## src/rtl/branch_cmp_ctrl.sv

```systemverilog
// ID-stage branch comparator control: E/M/W write scoreboard, hazard stall,
// per-operand forwarding select, comparator B configuration and taken decision.
module branch_cmp_ctrl #(
  parameter int SAT_W = 8
) (
  input  logic             clk,
  input  logic             reset,
  input  logic             id_valid,
  input  logic             id_is_br,
  input  logic [2:0]       id_br_type,
  input  logic [4:0]       id_rs,
  input  logic [4:0]       id_rt,
  input  logic             id_wr,
  input  logic [4:0]       id_wa,
  input  logic [1:0]       id_tnew,
  input  logic             cmp_eq,
  input  logic             a_sign,
  output logic             stall,
  output logic             cmp_b_sel,
  output logic [1:0]       fwd_a,
  output logic [1:0]       fwd_b,
  output logic             br_taken,
  output logic [SAT_W-1:0] stall_cnt
);

  localparam logic [2:0] BR_BEQ  = 3'd0;
  localparam logic [2:0] BR_BNE  = 3'd1;
  localparam logic [2:0] BR_BLEZ = 3'd2;
  localparam logic [2:0] BR_BGTZ = 3'd3;
  localparam logic [2:0] BR_BLTZ = 3'd4;
  localparam logic [2:0] BR_BGEZ = 3'd5;

  // Scoreboard: _p0 = E, _p1 = M, _p2 = W.
  logic       vld_p0, vld_p1, vld_p2;
  logic [4:0] wa_p0, wa_p1, wa_p2;
  logic [1:0] tnew_p0, tnew_p1, tnew_p2;

  logic       use_a, use_b;
  logic [2:0] res_a, res_b;
  logic       a_not_ready, b_not_ready;
  logic       taken_raw;

  function automatic logic [1:0] tnew_dec(input logic [1:0] t);
    return (t == 2'd0) ? 2'd0 : t - 2'd1;
  endfunction

  function automatic logic [SAT_W-1:0] sat_inc(input logic [SAT_W-1:0] c);
    return (&c) ? c : c + {{(SAT_W-1){1'b0}}, 1'b1};
  endfunction

  // Returns {not_ready, fwd}; youngest matching producer wins.
  function automatic logic [2:0] lookup(
    input logic [4:0] src,
    input logic v0, input logic [4:0] a0, input logic [1:0] t0,
    input logic v1, input logic [4:0] a1, input logic [1:0] t1,
    input logic v2, input logic [4:0] a2, input logic [1:0] t2
  );
    if (src == 5'd0)            return 3'b000;
    else if (v0 && a0 == src)   return {(t0 != 2'd0), 2'd1};
    else if (v1 && a1 == src)   return {(t1 != 2'd0), 2'd2};
    else if (v2 && a2 == src)   return {(t2 != 2'd0), 2'd3};
    else                        return 3'b000;
  endfunction

  always_comb begin
    use_a     = !reset && id_valid && id_is_br;
    use_b     = use_a && (id_br_type < BR_BLEZ);
    res_a     = lookup(id_rs, vld_p0, wa_p0, tnew_p0, vld_p1, wa_p1, tnew_p1,
                       vld_p2, wa_p2, tnew_p2);
    res_b     = lookup(id_rt, vld_p0, wa_p0, tnew_p0, vld_p1, wa_p1, tnew_p1,
                       vld_p2, wa_p2, tnew_p2);
    a_not_ready = use_a && res_a[2];
    b_not_ready = use_b && res_b[2];
    stall     = a_not_ready || b_not_ready;
    fwd_a     = (use_a && !res_a[2]) ? res_a[1:0] : 2'd0;
    fwd_b     = (use_b && !res_b[2]) ? res_b[1:0] : 2'd0;
    cmp_b_sel = use_a && (id_br_type >= BR_BLEZ);
    // With B tied to zero, cmp_eq reports A==0.
    case (id_br_type)
      BR_BEQ:  taken_raw = cmp_eq;
      BR_BNE:  taken_raw = !cmp_eq;
      BR_BLEZ: taken_raw = a_sign || cmp_eq;
      BR_BGTZ: taken_raw = !a_sign && !cmp_eq;
      BR_BLTZ: taken_raw = a_sign;
      BR_BGEZ: taken_raw = !a_sign;
      default: taken_raw = 1'b0;
    endcase
    br_taken  = use_a && !stall && taken_raw;
  end

  // E -> M -> W valid bits and stall statistics
  always_ff @(posedge clk or posedge reset) begin
    if (reset) begin
      vld_p0    <= 1'b0;
      vld_p1    <= 1'b0;
      vld_p2    <= 1'b0;
      stall_cnt <= '0;
    end else begin
      vld_p0 <= !stall && id_valid && id_wr && (id_wa != 5'd0);
      vld_p1 <= vld_p0;
      vld_p2 <= vld_p1;
      if (stall) stall_cnt <= sat_inc(stall_cnt);
    end
  end

  // E -> M -> W destination and remaining latency; qualified by vld_pN
  always_ff @(posedge clk) begin
    wa_p0   <= id_wa;
    tnew_p0 <= id_tnew;
    wa_p1   <= wa_p0;
    tnew_p1 <= tnew_dec(tnew_p0);
    wa_p2   <= wa_p1;
    tnew_p2 <= tnew_dec(tnew_p1);
  end

endmodule

```

## config.mk

```make
export PLATFORM = sky130hd
export DESIGN_NAME = branch_cmp_ctrl
export DESIGN_NICKNAME = d
export VERILOG_FILES = /design/src/rtl/branch_cmp_ctrl.sv
export SDC_FILE = /design/constraint.sdc
export NUM_CORES = 1
export LEC_CHECK = 0
export ABC_AREA = 1
export CORE_MARGIN = 8
export CORE_UTILIZATION = 40
export CTS_CLUSTER_SIZE = 20
export DETAILED_ROUTE_END_ITERATION = 10
export GPL_TIMING_DRIVEN = 0
export PLACE_DENSITY = 0.67
export SLEW_MARGIN = 40
export SYNTH_ARGS = -nofsm -noshare
export SYNTH_HDL_FRONTEND = slang
export SYNTH_SLANG_ARGS = --single-unit
```

## constraint.sdc

```tcl
create_clock -name clk -period 4.6 [get_ports clk]
set_input_delay 0.92 -clock clk [delete_from_list [all_inputs] [get_ports clk]]
set_output_delay 0.92 -clock clk [all_outputs]
set_load 0.05 [all_outputs]
```

# == Word-level counts from Yosys, hierarchy flattened ==
# Index checks and enable logic that the tools add are counted.
# op_classes
add_sub_neg,3
magnitude_cmp,2
eq_ne,11
muxes,11
bitwise_logic,1
reduce_logical,39
# ops
operator,count
5-bit == test,6
3-bit two-way mux,8
1-bit logical AND,20
5-bit zero test,2
8-bit by 1-bit adder with 8-bit output (second input constant),1
8-bit AND reduction,1
3-bit by 2-bit == test with 1-bit output (second input constant),2
3-bit == test (second input constant),2
1-bit zero test,6
1-bit one-hot mux with 6 select lines,1
2-bit nonzero test,3
5-bit nonzero test,1
2-bit zero test,2
2-bit two-way mux,2
2-bit by 1-bit subtractor with 2-bit output (second input constant),2
3-bit by 1-bit == test with 1-bit output (second input constant),1
3-bit by 2-bit >= comparator with 1-bit output (second input constant),1
3-bit zero test,1
3-bit by 2-bit < comparator with 1-bit output (second input constant),1
1-bit logical OR,2
2-bit AND reduction,1
1-bit NOT,1
# totals
regBits,32
in_bits,27
output_inout_bits,15

# == Depth between registers and ports, before layout ==
# logic_depth
word_depth,12
ltp_mapped,13
mapped_depth_nobuf,13

# == Least setup slack after synthesis ==
# OpenSTA, ideal clock, no wires.
# synth_timing
path_kind,input to output
startpoint,input id_rs[1]
endpoint,output br_taken
t_arrival_ns,2.823
setup_slack_ns,0.857
stages,10
path_buffers,1
cell_sequence,inv_1 nand2_1 nand3_1 nand3b_1 nor2_1 nor2_1 nand3_2 nand2_2 buf_6 nor3_1
# synth_via
elab_chain_len,11
elab_cells_between_ends,16
classes_between,eq/ne: 3; mux: 4; reduce/logical: 9
# synth_rtl
item,line_no,text
start: declaration,11,"input logic [4:0] id_rs,"
5-bit == test,61,"else if (v2 && a2 == src) return {(t2 != 2'd0), 2'd3};"
1-bit logical AND,61,
3-bit two-way mux,61,
3-bit two-way mux,60,"else if (v1 && a1 == src) return {(t1 != 2'd0), 2'd2};"
3-bit two-way mux,59,"else if (v0 && a0 == src) return {(t0 != 2'd0), 2'd1};"
3-bit two-way mux (*),58,if (src == 5'd0) return 3'b000;
1-bit logical AND (*),72,a_not_ready = use_a && res_a[2];
1-bit logical OR (*),74,stall = a_not_ready || b_not_ready;
named net stall,18,"output logic stall,"
1-bit zero test (*),88,br_taken = use_a && !stall && taken_raw;
1-bit logical AND (*) (2 in a row),88,
end: declaration,22,"output logic br_taken,"
# Mark *: on every way through the listed nets, which the timed path passes. The rest lies on a longest branch.

# == Final worst setup path ==
# layout_timing
startpoint,input id_rs[0]
endpoint,output br_taken
# layout_via
elab_chain_len,11
elab_cells_between_ends,16
classes_between,eq/ne: 3; mux: 4; reduce/logical: 9
# layout_rtl
item,line_no
5-bit == test,61
1-bit logical AND,61
3-bit two-way mux,61
3-bit two-way mux,60
3-bit two-way mux,59
3-bit two-way mux (*),58
1-bit logical AND (*),72
1-bit logical OR (*),74
1-bit zero test (*),88
1-bit logical AND (*) (2 in a row),88
# Mark *: on every way between the ends. The rest lies on a longest branch, timed or not.

==> results_dict.tcl <==
set metrics [dict create \
    io_buffers 41 \
    crit_path_top_delay_cell "clkdlybuf4s50_1" \
    antenna_found_initial 0 \
    r2r-end "stall_cnt[2]" \
    mostFrequentLayoutCells "88 x nand2_1, 41 x nor2_1, 41 x clkdlybuf4s50_1, 30 x inv_1, 21 x dfxtp_1" \
    vdd_drop_max_mv 0.168 \
    cts_setup_buffers 0 \
    top_level_ports 42 \
    drc 0 \
    tightest_slew_ps 518 \
    cts_max_level 2 \
    clkSinkCount 32 \
    syn_inst 263 \
    fmax_mhz 230 \
    cts_resized 0 \
    drtIter0Drc 77 \
    synth_top_area_frac 0.241 \
    synth_area_leaders "dfxtp_1 24%, nand2_1 19%, dfrtp_1 16%" \
    hp-class "flop to flop" \
    avgSynthCellArea_sq_um 6.64 \
    ant_nets 0 \
    area_delta_synth_final_pct 33.5 \
    worstHoldStart "wa_p1[2]" \
    dr.pass1.iters 4 \
    routedWlPerCell_microns 11.8 \
    slew_violations 0 \
    dieArea_sq_mm 0.00674 \
    synth_fp_nets 293 \
    initial_core_util 0.407 \
    layout-drive-gt1-share 0.0801 \
    max-cap-violations 0 \
    crit_path_end_kind "primary output" \
    grt_pass1_wl_microns 7040 \
    mostFrequentLayoutCell "nand2_1" \
    antenna_cells 0 \
    track_usage 0.136 \
    cts_tree "done" \
    outcome "complete, no violations" \
    rows 24 \
    crit_fanout 10 \
    critical_path_class "primary input to primary output" \
    die_x_microns 82.1 \
    synth_cell_types 25 \
    path_common_cell "nor2_1" \
    dieHeight_microns 82.1 \
    cts_hold_buf 0 \
    grt_max_degree 13 \
    min_path_cells 0 \
    r2r-start "stall_cnt[0]" \
    required_ps 3680 \
    fin_worst_hold_slack_ps 376 \
    finalSetupViolCount 0 \
    fin_total_pwr_uw 680 \
    reg2reg_depth 7 \
    via_per_inst 4.73 \
    syn-cell-area_sq_mm 0.00175 \
    rsz0062_at_grt "false" \
    slowest_delay_ps 850 \
    clkLatencyLatePin_ps 280 \
    yosysTopAreaCell "dfxtp_1" \
    finalCritPeriodShare 0.947 \
    fin_setup_tns_ps 0 \
    leakage_nw 1.14 \
    slew_headroom 0.654 \
    cp-start-kind "primary input" \
    grt_pass1_vias 1608 \
    ys_seq_elements 32 \
    root_buffer "clkbuf_8" \
    gp_congestion 0.828 \
    finalWorstSetupSlack_ps 244 \
    crit_arrival_ps 3440 \
    ys_warn_count 0 \
    timing_hold_violations_final 0 \
    r2r_slack_ps 2900 \
    period_minus_slack_ps 4360 \
    ys_seq_area_frac 0.398 \
    p_per_area_mw_per_mm2 291 \
    cts_max_path_buffers 2 \
    place_ws_ps 246 \
    min_to "wa_p2[2]" \
    finalWirelength_microns 4310 \
    fin_worst_skew_ps 5.17 \
    clkTransAtPathRegs_ps 70 \
    core-area_sq_mm 0.00429 \
    grt-ovfl-total 0 \
    fin_nets 341 \
    num_vias 1721 \
    path_cells "clkdlybuf4s50_1, inv_2, nand2_1, o21ai_1, nor2_1, nand3b_1, nor2_1, nor2_1, nand3_2, nand2_2, buf_6, nor3_1, clkdlybuf4s50_1" \
    cts_buffers 5 \
    hpwl_microns 3420 \
]
## report_power, final
part           leakage, nW  switching (mW)  internal (mW)
clock network       0.0585           0.107          0.161
logic                0.751          0.0598         0.0468
registers            0.327          0.0112          0.294
## cell usage after synthesis (all sizes together)
master,count
dfrtp,11
nor3,5
nand2,91
o21ai,10
a21oi,4
ha,3
dfxtp,21
a22oi,1
xor2,4
nor2,43
nor4,1
nand3,22
inv,36
or3,1
nand3b,2
o311ai,1
xnor2,4
nand4,1
buf,1
or2,1
## worst max-delay path by stage
| stage | start | cells past startpoint | end | slack (ps) |
|---|---|---|---|---|
| finish | id_rs[0] | 13 | br_taken | 240 |
| global route | id_rt[0] | 13 | br_taken | 30 |
| CTS | id_rs[0] | 13 | br_taken | 230 |
| detailed placement | id_rs[0] | 13 | br_taken | 250 |
| global placement | id_rs[4] | 13 | br_taken | 280 |
| floorplan | id_rs[1] | 10 | br_taken | 860 |
## area by class of cell
class | instances | area [sq um]
fill | 442 | 1960
multi-input combinational | 194 | 905
sequential | 32 | 696
timing repair buffer | 41 | 410
inverter | 36 | 135
clock buffer | 5 | 68.8
tap | 52 | 65.1
clock inverter | 3 | 41.3
buffer | 1 | 11.3
## flip-flops by register name, summed over array words and instances, names as in the netlist, 2 cells and up
register	cells
stall_cnt	8
wa_p2	5
tnew_p0	2
tnew_p2	2
wa_p0	5
tnew_p1	2
wa_p1	5
## worst max-delay path: cells and delay by family
kind / cells / cell delay, ps
compound gates: 1 / 80
buf+inv: 4 / 1630
simple gates: 8 / 810
## stage by stage
stage                      util  instance area [sq um]  instances
final                     0.543                   2330        364
after global placement    0.517                   2220        356
after global routing      0.543                   2330        364
after CTS                 0.543                   2330        364
after floorplan               -                   1750        263
after detailed placement  0.517                   2220        356
## kinds of logic (layout without fill, tap and decap cells)
logic type / count (synthesis) / count (layout) / synth area share
simple gates: 167 / 167 / 0.407
buf+inv: 37 / 86 / 0.0838
flops: 32 / 32 / 0.398
compound gates: 16 / 16 / 0.0494
xor+xnor: 8 / 8 / 0.0401
fa+ha+maj: 3 / 3 / 0.0215
## routing by layer
| metal | vias up | GRT usage | routed length [microns] |
|---|---|---|---|
| li1 | 911 | - | - |
| met1 | 756 | 0.160 | 1820 |
| met2 | 45 | 0.230 | 2090 |
| met3 | 9 | 0.0339 | 326 |
| met4 | 0 | 0.0579 | 76 |
| met5 | - | 0 | 0 |
(Power assumes the default switching activity.)
